===== config.mk =====
export PLATFORM = sky130hd
export DESIGN_NAME = box_ctrl_flat
export DESIGN_NICKNAME = d
export VERILOG_FILES = /design/src/rtl/box_ctrl_if.sv /design/src/rtl/box_ctrl.sv /design/src/flat_wrapper.sv
export SDC_FILE = /design/constraint.sdc
export NUM_CORES = 1
export LEC_CHECK = 0
export CAP_MARGIN = 0
export CORE_MARGIN = 4
export CORE_UTILIZATION = 61
export DETAILED_ROUTE_END_ITERATION = 7
export PLACE_DENSITY = 0.85
export SLEW_MARGIN = 10
export SYNTH_ARGS = -nofsm -noshare
export SYNTH_HDL_FRONTEND = slang
export SYNTH_SLANG_ARGS = --single-unit

===== constraint.sdc =====
create_clock -name clock -period 11.8 [get_ports clock]
set_input_delay 2.95 -clock clock [delete_from_list [all_inputs] [get_ports clock]]
set_output_delay 2.95 -clock clock [all_outputs]
set_load 0.01 [all_outputs]

===== src/rtl/box_ctrl_if.sv =====
// Box controller port bundle: request queue, pixel source and committed box.
// Combinational wires only; timing is owned by box_ctrl.
// master = request/pixel source side, slave = box_ctrl.
interface box_ctrl_if;
  // request channel from the face detector
  logic       req_valid;
  logic       req_ready;
  logic [9:0] req_x;
  logic [9:0] req_y;
  logic [9:0] req_width;
  logic [9:0] req_height;
  // pixel source / box pipeline status
  logic       pix_accept;
  logic       pipe_idle;
  logic       pix_stall;
  // committed box towards the box unit
  logic [9:0] box_x;
  logic [9:0] box_y;
  logic [9:0] box_width;
  logic [9:0] box_height;
  logic       box_valid;
  // raster tracking
  logic       frame_done;
  logic [9:0] col;
  logic [9:0] row;

  modport master (
    output req_valid, req_x, req_y, req_width, req_height,
    output pix_accept, pipe_idle,
    input  req_ready, pix_stall,
    input  box_x, box_y, box_width, box_height, box_valid,
    input  frame_done, col, row
  );

  modport slave (
    input  req_valid, req_x, req_y, req_width, req_height,
    input  pix_accept, pipe_idle,
    output req_ready, pix_stall,
    output box_x, box_y, box_width, box_height, box_valid,
    output frame_done, col, row
  );
endinterface


===== src/rtl/box_ctrl.sv =====
// Box sequencer: queues box requests, tracks raster position, commits one box per drained frame.
// Latency: committed box visible the cycle after COMMIT; frame_done one cycle after last pixel.
// Backpressure: req_ready drops when queue full; pix_stall high outside FRAME (drain + commit).
module box_ctrl #(
  parameter int IMG_WIDTH   = 640,
  parameter int IMG_HEIGHT  = 480,
  parameter int Q_DEPTH     = 4,
  parameter int HOLD_FRAMES = 8
) (
  input  logic     clock,
  input  logic     reset,
  box_ctrl_if.slave bus
);

  typedef enum logic [1:0] {
    S_FRAME  = 2'd0,
    S_DRAIN  = 2'd1,
    S_COMMIT = 2'd2
  } state_t;

  typedef struct packed {
    logic [9:0] x;
    logic [9:0] y;
    logic [9:0] w;
    logic [9:0] h;
  } req_t;

  localparam int          AW        = $clog2(Q_DEPTH);
  localparam logic [AW:0] Q_FULL    = (AW+1)'(Q_DEPTH);
  localparam logic [9:0]  COL_LAST  = 10'(IMG_WIDTH - 1);
  localparam logic [9:0]  ROW_LAST  = 10'(IMG_HEIGHT - 1);
  localparam logic [10:0] W11       = 11'(IMG_WIDTH);
  localparam logic [10:0] H11       = 11'(IMG_HEIGHT);
  localparam logic [15:0] HOLD_LAST = 16'(HOLD_FRAMES - 1);

  // request queue
  req_t          q_mem [Q_DEPTH];
  logic [AW-1:0] wr_ptr;
  logic [AW-1:0] rd_ptr;
  logic [AW:0]   count;
  logic          push;
  logic          pop;
  req_t          head;

  // sequencing and raster state
  state_t        state;
  logic [9:0]    col;
  logic [9:0]    row;
  logic          frame_done;
  logic [15:0]   idle_frames;

  // committed box registers
  logic          box_valid;
  logic [9:0]    box_x;
  logic [9:0]    box_y;
  logic [9:0]    box_width;
  logic [9:0]    box_height;

  // commit evaluation of the oldest queued request
  logic          head_ok;
  logic [10:0]   rem_w;
  logic [10:0]   rem_h;
  logic [9:0]    clamp_w;
  logic [9:0]    clamp_h;

  // ready comes only from the registered count, so a full queue stays closed even while popping
  assign bus.req_ready = (count < Q_FULL);
  assign push          = bus.req_valid && bus.req_ready;
  assign pop           = (state == S_COMMIT) && (count != '0);
  assign head          = q_mem[rd_ptr];

  // Validate and clamp the head request against the image, in 11 bits so nothing wraps
  always_comb begin
    head_ok = ({1'b0, head.x} < W11) && ({1'b0, head.y} < H11) &&
              (head.w != 10'd0) && (head.h != 10'd0);
    rem_w   = W11 - {1'b0, head.x};
    rem_h   = H11 - {1'b0, head.y};
    clamp_w = ({1'b0, head.w} < rem_w) ? head.w : rem_w[9:0];
    clamp_h = ({1'b0, head.h} < rem_h) ? head.h : rem_h[9:0];
  end

  // Queue storage write; payload needs no reset since pointers define occupancy
  always_ff @(posedge clock) begin
    if (!reset && push) begin
      q_mem[wr_ptr] <= '{x: bus.req_x, y: bus.req_y, w: bus.req_width, h: bus.req_height};
    end
  end

  // Queue pointers and occupancy; push and pop may coincide
  always_ff @(posedge clock) begin
    if (reset) begin
      wr_ptr <= '0;
      rd_ptr <= '0;
      count  <= '0;
    end else begin
      if (push) wr_ptr <= wr_ptr + 1'b1;
      if (pop)  rd_ptr <= rd_ptr + 1'b1;
      count <= count + {{AW{1'b0}}, push} - {{AW{1'b0}}, pop};
    end
  end

  // Frame sequencer: raster tracking, drain wait and single-cycle box commit
  always_ff @(posedge clock) begin
    if (reset) begin
      state       <= S_FRAME;
      col         <= '0;
      row         <= '0;
      frame_done  <= 1'b0;
      idle_frames <= '0;
      box_valid   <= 1'b0;
      box_x       <= '0;
      box_y       <= '0;
      box_width   <= '0;
      box_height  <= '0;
    end else begin
      frame_done <= 1'b0;
      case (state)
        S_FRAME: begin
          if (bus.pix_accept) begin
            if (col == COL_LAST) begin
              col <= '0;
              if (row == ROW_LAST) begin
                row        <= '0;
                frame_done <= 1'b1;
                state      <= S_DRAIN;
              end else begin
                row <= row + 10'd1;
              end
            end else begin
              col <= col + 10'd1;
            end
          end
        end

        S_DRAIN: begin
          // source is stalled here; pix_accept is a protocol error and is ignored
          if (bus.pipe_idle) state <= S_COMMIT;
        end

        S_COMMIT: begin
          state <= S_FRAME;
          if (pop) begin
            idle_frames <= '0;
            box_valid   <= head_ok;
            box_x       <= head_ok ? head.x  : 10'd0;
            box_y       <= head_ok ? head.y  : 10'd0;
            box_width   <= head_ok ? clamp_w : 10'd0;
            box_height  <= head_ok ? clamp_h : 10'd0;
          end else if (box_valid && (HOLD_FRAMES != 0)) begin
            // box ages one frame per empty commit and expires after HOLD_FRAMES of them
            if (idle_frames == HOLD_LAST) begin
              idle_frames <= '0;
              box_valid   <= 1'b0;
              box_x       <= '0;
              box_y       <= '0;
              box_width   <= '0;
              box_height  <= '0;
            end else begin
              idle_frames <= idle_frames + 16'd1;
            end
          end
        end

        default: state <= S_FRAME;
      endcase
    end
  end

  assign bus.pix_stall  = (state != S_FRAME);
  assign bus.frame_done = frame_done;
  assign bus.col        = col;
  assign bus.row        = row;
  assign bus.box_valid  = box_valid;
  assign bus.box_x      = box_x;
  assign bus.box_y      = box_y;
  assign bus.box_width  = box_width;
  assign bus.box_height = box_height;

endmodule


===== src/flat_wrapper.sv =====
// flat-port wrapper written by rule: the top's interface ports become plain ports
module box_ctrl_flat 
#(
  parameter int IMG_WIDTH   = 640,
  parameter int IMG_HEIGHT  = 480,
  parameter int Q_DEPTH     = 4,
  parameter int HOLD_FRAMES = 8
)
  (clock, reset, bus_req_valid, bus_req_x, bus_req_y, bus_req_width, bus_req_height, bus_pix_accept, bus_pipe_idle, bus_req_ready, bus_pix_stall, bus_box_x, bus_box_y, bus_box_width, bus_box_height, bus_box_valid, bus_frame_done, bus_col, bus_row);
  box_ctrl_if bus_i ();
  input  logic clock;
  input  logic reset;
  input wire logic [$bits(bus_i.req_valid)-1:0] bus_req_valid;
  input wire logic [$bits(bus_i.req_x)-1:0] bus_req_x;
  input wire logic [$bits(bus_i.req_y)-1:0] bus_req_y;
  input wire logic [$bits(bus_i.req_width)-1:0] bus_req_width;
  input wire logic [$bits(bus_i.req_height)-1:0] bus_req_height;
  input wire logic [$bits(bus_i.pix_accept)-1:0] bus_pix_accept;
  input wire logic [$bits(bus_i.pipe_idle)-1:0] bus_pipe_idle;
  output wire logic [$bits(bus_i.req_ready)-1:0] bus_req_ready;
  output wire logic [$bits(bus_i.pix_stall)-1:0] bus_pix_stall;
  output wire logic [$bits(bus_i.box_x)-1:0] bus_box_x;
  output wire logic [$bits(bus_i.box_y)-1:0] bus_box_y;
  output wire logic [$bits(bus_i.box_width)-1:0] bus_box_width;
  output wire logic [$bits(bus_i.box_height)-1:0] bus_box_height;
  output wire logic [$bits(bus_i.box_valid)-1:0] bus_box_valid;
  output wire logic [$bits(bus_i.frame_done)-1:0] bus_frame_done;
  output wire logic [$bits(bus_i.col)-1:0] bus_col;
  output wire logic [$bits(bus_i.row)-1:0] bus_row;
  assign bus_i.req_valid = bus_req_valid;
  assign bus_i.req_x = bus_req_x;
  assign bus_i.req_y = bus_req_y;
  assign bus_i.req_width = bus_req_width;
  assign bus_i.req_height = bus_req_height;
  assign bus_i.pix_accept = bus_pix_accept;
  assign bus_i.pipe_idle = bus_pipe_idle;
  assign bus_req_ready = bus_i.req_ready;
  assign bus_pix_stall = bus_i.pix_stall;
  assign bus_box_x = bus_i.box_x;
  assign bus_box_y = bus_i.box_y;
  assign bus_box_width = bus_i.box_width;
  assign bus_box_height = bus_i.box_height;
  assign bus_box_valid = bus_i.box_valid;
  assign bus_frame_done = bus_i.frame_done;
  assign bus_col = bus_i.col;
  assign bus_row = bus_i.row;
  box_ctrl #(.IMG_WIDTH(IMG_WIDTH), .IMG_HEIGHT(IMG_HEIGHT), .Q_DEPTH(Q_DEPTH), .HOLD_FRAMES(HOLD_FRAMES)) u_core (.clock(clock), .reset(reset), .bus(bus_i));
endmodule

==> impl_metrics.ini, run 1 <==
[clock_tree]
cts_buffers = 25
cts_root_buffer = clkbuf_16
postCtsSetupBuffers = 0
clk_latency_ps = 510
cts.sink_count = 249
clk_pin_slew_ps = 60
ctsHoldBuffers = 0
cts_max_path_buffers = 3
cts_resized = 0
cts_tree = yes
cts.htree.levels = 1

[routing]
drt_wl_total_um = 23020
routedWlPerCell_um = 20.76
via_per_inst = 6.039
num_vias = 6697
first_pass_iters = 5
drt_iter0_drc = 581
drc = 0
drtAntennaViolNets = 0

[sta]
setup_viol = 0
hold_viol = 0
fin_crit_sh_pct = 45.80
finalMaxSlewViolations = 0
rsz0062_at_grt = no
tightestPinTransition_ps = 1141
layout_min_cycle_time_ps = 5404
fmax_mhz = 185.0
fin_tns_setup_ps = 0
clock_skew_ps = 9.592
holdWs_ps = 453.6
max-slew-margin-rel_pct = 23.92

[setup_path]
arrival_ps = 5790
critPathMaxFanout = 7
cp_slowest_cell = nor3_1
endpoint_kind = register
startpoint_type = input port
cp.required_ps = 12180
critPathTopFamily = simple AND/OR/NAND/NOR gates
path_buf_inv = 1
critical_path.startpoint = bus_pix_accept
worstPathCellList = clkdlybuf4s50_1, nor3b_1, nand4_1, nor3_1, and2_0, nand4_1, nand2b_1, nor2_1
max_stage_delay_ps = 570
crit_top_cell = nand4_1
path_class = input port to register

[yosys]
syn_nets = 834
synth-async-reset-ratio_pct = 0
synthXorXnorAreaFrac_pct = 4.348
synth_top_family_by_area = simple AND/OR/NAND/NOR gates
yosysMostFrequentCell = edfxtp_1
yosys.area.top_type = edfxtp_1
synth.area.top_cells = edfxtp_1, dfxtp_1, mux4_2, ha_1, nand2_1
synth_compound_area_share_pct = 5.793
synth_seq_area_share_pct = 62.88
synthMuxAreaShare_pct = 9.783
synth-edff-count = 160
synth_simple_gate_area_share_pct = 10.38
yosys.area_share.adder_pct = 3.655
synth_warnings = 0
synth-main-ff-cell = edfxtp_1
synth_top_cell_area_share_pct = 45.87
ys_types = 61
avgSynthCellArea_um2 = 13.80
syn_inst = 759
synthTopCellsByCount = edfxtp_1, dfxtp_1, nand2_1
syn_area_um2 = 10480
synth_seq_cells = 249

[finish]
drive_above_1_share_pct = 12.60
syn_to_final_growth_pct = 19.28
diodes = 0
final_nets = 946
postLayoutCoreUtil_pct = 74.81
stdcell_count = 1109

[global_route]
met2_usage_pct = 43.21
grt_pass1_vias = 7011
grt_overflow_total = 0
antenna_found_initial = 0
grt_max_degree = 46
met3_usage_pct = 4.034
grt_util_all_layers_pct = 23.85
busiest_layer = met2
grtUsageMet1_pct = 28.96
grt_pass1_wl_um = 37070

[status]
status = finished, final reports clean

[die]
fp.dieH_um = 139.0
rows = 47
core_um2 = 16700
dieWidth_um = 139.0
dieArea_um2 = 19330
io_pins = 109
start_util_pct = 62.72

[min_path]
hold_class = register to register
hp-start = u_core.bus.box_width[4]

[flow_run]
cap_viol_max_count = 0

[place]
portBuffers = 108
place_inst = 1064
place.gp.congestion = 0.8958
dp_hpwl_um = 14860

[power]
leakage_nw = 4.335
ir_worst_vdd_mv = 0.1281
power.density_nw_per_um2 = 159.0
[registers in the layout, summed over array words and instances, names as in the netlist, 2 cells and up, named ones only]
register,count
u_core.bus.box_x,10
u_core.q_mem,160
u_core.bus.col,10
u_core.bus.box_y,10
u_core.state,2
u_core.bus.box_width,10
u_core.wr_ptr,2
u_core.bus.row,10
u_core.rd_ptr,2
u_core.idle_frames,16
u_core.bus.box_height,10
u_core.count,3
[metal layers]
metal  part of all wire [%]  routed length [um]
met3                    6.4                1464
met4                    3.4                 794
met2                     52               12030
met5                      0                   0
met1                     38                8737
[power breakdown]
| group | internal [mW] | switching (mW) |
|---|---|---|
| Sequential | 0.973 | 0.0146 |
| Clock | 0.460 | 0.317 |
| Combinational | 0.0885 | 0.135 |
[worst reg2reg max path: cells and delay by family, from the launching register on]
family                     cells  cell delay, ps
AOI/OAI and AO/OA              4            1320
xor gates and xnor gates       1             180
adders and majority gates      1             230
buffers and inverters          1             620
DFF                            1             310
muxes                          2            1000
and+or+nand+nor                4            1590
[path summary, 6_finish.rpt]
| kind | end | slack [ps] | cells after the start |
|---|---|---|---|
| setup / recovery | u_core.bus.row[5] | 6400 | 8 |
| hold / removal | u_core.bus.box_width[4] | 450 | 2 |
| setup reg to reg | u_core.bus.box_height[9] | 6400 | 13 |
| hold reg to reg | u_core.bus.box_width[4] | 450 | 2 |
[through the flow]
stage / total power [mW] / setup WS, ps / area [um2]
final: 1.987 / 6396 / 12490
after global routing: 2.057 / 6073 / 12490
after CTS: 1.993 / 6450 / 12490
after detailed placement: 1.222 / 5946 / 11670
after global placement: 1.203 / 6177 / 11670
after floorplan: 1.150 / 6816 / 10480
[cell type report]
type / instances / area [um2]
Sequential cell: 249 / 6588
Fill cell: 994 / 4207
Multi-Input combinational cell: 447 / 3566
Timing Repair Buffer: 112 / 1111
Clock buffer: 32 / 695.7
Tap cell: 220 / 275.3
Inverter: 36 / 135.1
Clock inverter: 13 / 123.9
[cells by family after synthesis]
| logic type | Yosys count |
|---|---|
| buffers and inverters | 63 |
| muxes | 51 |
| and+or+nand+nor | 223 |
| adders and majority gates | 30 |
| AOI/OAI and AO/OA | 91 |
| DFF | 249 |
| xor gates and xnor gates | 52 |
[cell usage in the layout, fill, tap and decap left out, types with 5 or more instances in the layout]
cell / n
and3_1: 9
clkinv_2: 5
inv_1: 36
nand4_1: 9
o21ai_2: 13
nor2_1: 61
nor4_1: 7
nand2_1: 65
clkbuf_16: 25
nand3_1: 12
ha_1: 29
dfxtp_1: 88
clkdlybuf4s50_1: 108
mux4_2: 32
edfxtp_1: 160
xnor2_1: 26
o21ai_0: 30
nor3_1: 15
nand2b_1: 6
mux4_1: 7
xor2_1: 26
and2_1: 5
mux2i_1: 12
a21oi_1: 19
nor2b_1: 6
Power figures use the tool's default switching activity.
==> inputs of run 2 (changes only) <==
Settings changed: CORE_UTILIZATION 61 to 57, PLACE_DENSITY 0.85 to 0.8.
Clock period 11.8 ns to 5.15 ns, I/O delays scaled along.
==> impl_metrics.ini, run 2 (synthesis gave the netlist of run 1 again) <==
[place]
dp_slack_ps = 588.3
place_inst = 1077
dp_hpwl_um = 14990
place.gp.congestion = 0.9092
portBuffers = 108

[flow_run]
cap_viol_max_count = 0

[die]
fp.dieH_um = 143.6
core_um2 = 18020
dieWidth_um = 143.6
io_pins = 109
start_util_pct = 58.11
dieArea_um2 = 20610
rows = 49

[clock_tree]
cts_root_buffer = clkbuf_16
cts_max_path_buffers = 3
cts.htree.levels = 1
cts.sink_count = 249
cts_resized = 0
ctsHoldBuffers = 0
postCtsSetupBuffers = 0
cts_buffers = 26
clk_latency_ps = 520
cts_tree = yes
clk_pin_slew_ps = 60

[routing]
drc = 0
drtAntennaViolNets = 0
drt_wl_total_um = 21450
first_pass_iters = 4
via_per_inst = 5.701
routedWlPerCell_um = 19.05
drt_iter0_drc = 364
num_vias = 6419

[finish]
regMostFlops = u_core.q_mem
largest_reg_flops = 160
final_common_cell = edfxtp_1
stdcell_count = 1126
syn_to_final_growth_pct = 20.03
drive_above_1_share_pct = 12.72
final_nets = 951
reg_top3 = u_core.q_mem (160), u_core.idle_frames (16)
layout_common_cells = edfxtp_1, clkdlybuf4s50_1, dfxtp_1, nand2_1, nor2_1

[sta]
finalMaxSlewViolations = 0
rsz0062_at_grt = no
fin_tns_setup_ps = 0
layout_min_cycle_time_ps = 4512
clock_skew_ps = 13.82
hold_viol = 0
max-slew-margin-rel_pct = 27.37
fmax_mhz = 221.6
fin_crit_sh_pct = 87.62
setup_ws_ps = 637.7
setup_viol = 0
tightestPinTransition_ps = 1089

[global_route]
grt_overflow_total = 0
grt_util_all_layers_pct = 20.85
grt_pass1_vias = 6603
grt_pass1_wl_um = 33750
antenna_found_initial = 1
grt_max_degree = 41

[setup_path]
cp.required_ps = 5530
r2r_cells = 12
r2r_end = u_core.bus.box_height[9]
critPathMaxFanout = 29
r2r_slack_ps = 640
arrival_ps = 4890
startpoint_type = register
endpoint_kind = register
path_class = register to register

[status]
status = finished, final reports clean

[power]
p_sw_mw = 1.060
power.density_nw_per_um2 = 364.5
intPower_mw = 3.523
leakage_nw = 4.376
ir_worst_vdd_mv = 0.3181
pwr-share-clk_pct = 40.0
power_frac_seq_pct = 49.3
p_comb_share_pct = 10.7
swShare_pct = 23.13

[min_path]
hold_end = u_core.bus.box_width[4]
hp-start = u_core.bus.box_width[4]
hold_path_depth = 2
hold_class = register to register
## run 2: area by class of cell
cell class                      count  area (um2)
Clock buffer                       35       725.7
Multi-Input combinational cell    447        3566
Fill cell                        1200        5451
Tap cell                          229       286.5
Clock inverter                     13       128.9
Timing Repair Buffer              116        1141
Antenna cell                        1       2.502
Inverter                           36       135.1
Sequential cell                   249        6588
## run 2: critical path: stages (launching register included)
cell and delay [ps]:
dfxtp_2 480, buf_4 500, mux4_2 630, a211oi_4 260, nor2_1 130, xnor2_1 140, ha_1 190, or4_1 560
a2111oi_0 440, a22o_1 390, or2_1 370, mux2i_1 240, o21ai_1 70
## run 2: metal layers
layer  share of wire (%)  track usage (%)  vias to the layer above  wire (um)
li1                    -                -                     3027          -
met1                  42            26.92                     3150       8935
met2                  51            36.11                      197      10850
met3                 5.1            3.561                       45       1103
met4                 2.6            6.888                        0        560
met5                   0                0                        -          0
## run 2: through the flow
step	utilization, %	total power [mW]	instance area, um2	hold WS, ps
floorplan	-	2.634	10480	442.0
finish	69.76	4.583	12570	445.5
detailed placement	65.00	2.793	11720	441.8
global route	69.76	4.772	12570	470.4
CTS	69.74	4.619	12570	452.7
global placement	65.00	2.771	11720	437.7
## run 2: power by group through the flow
stage	registers (mW)	clock network (mW)	logic (mW)
6_report	2.26	1.83	0.489
5_1_grt	2.27	1.96	0.542
4_1_cts	2.26	1.87	0.491
3_5_place_dp	2.30	0	0.488
3_3_place_gp	2.30	0	0.474
2_1_floorplan	2.29	0	0.341
## run 2: worst max path at each step
stage / slack [ps] / start / cells past startpoint / to
final: 640 / register / 12 / u_core.bus.box_height[9]
after global routing: 370 / register / 12 / u_core.bus.box_height[9]
after floorplan: 1300 / register / 15 / u_core.bus.box_height[9]
after CTS: 590 / register / 12 / u_core.bus.box_height[9]
after detailed placement: 590 / register / 12 / u_core.bus.box_height[9]
after global placement: 740 / register / 12 / u_core.bus.box_height[9]
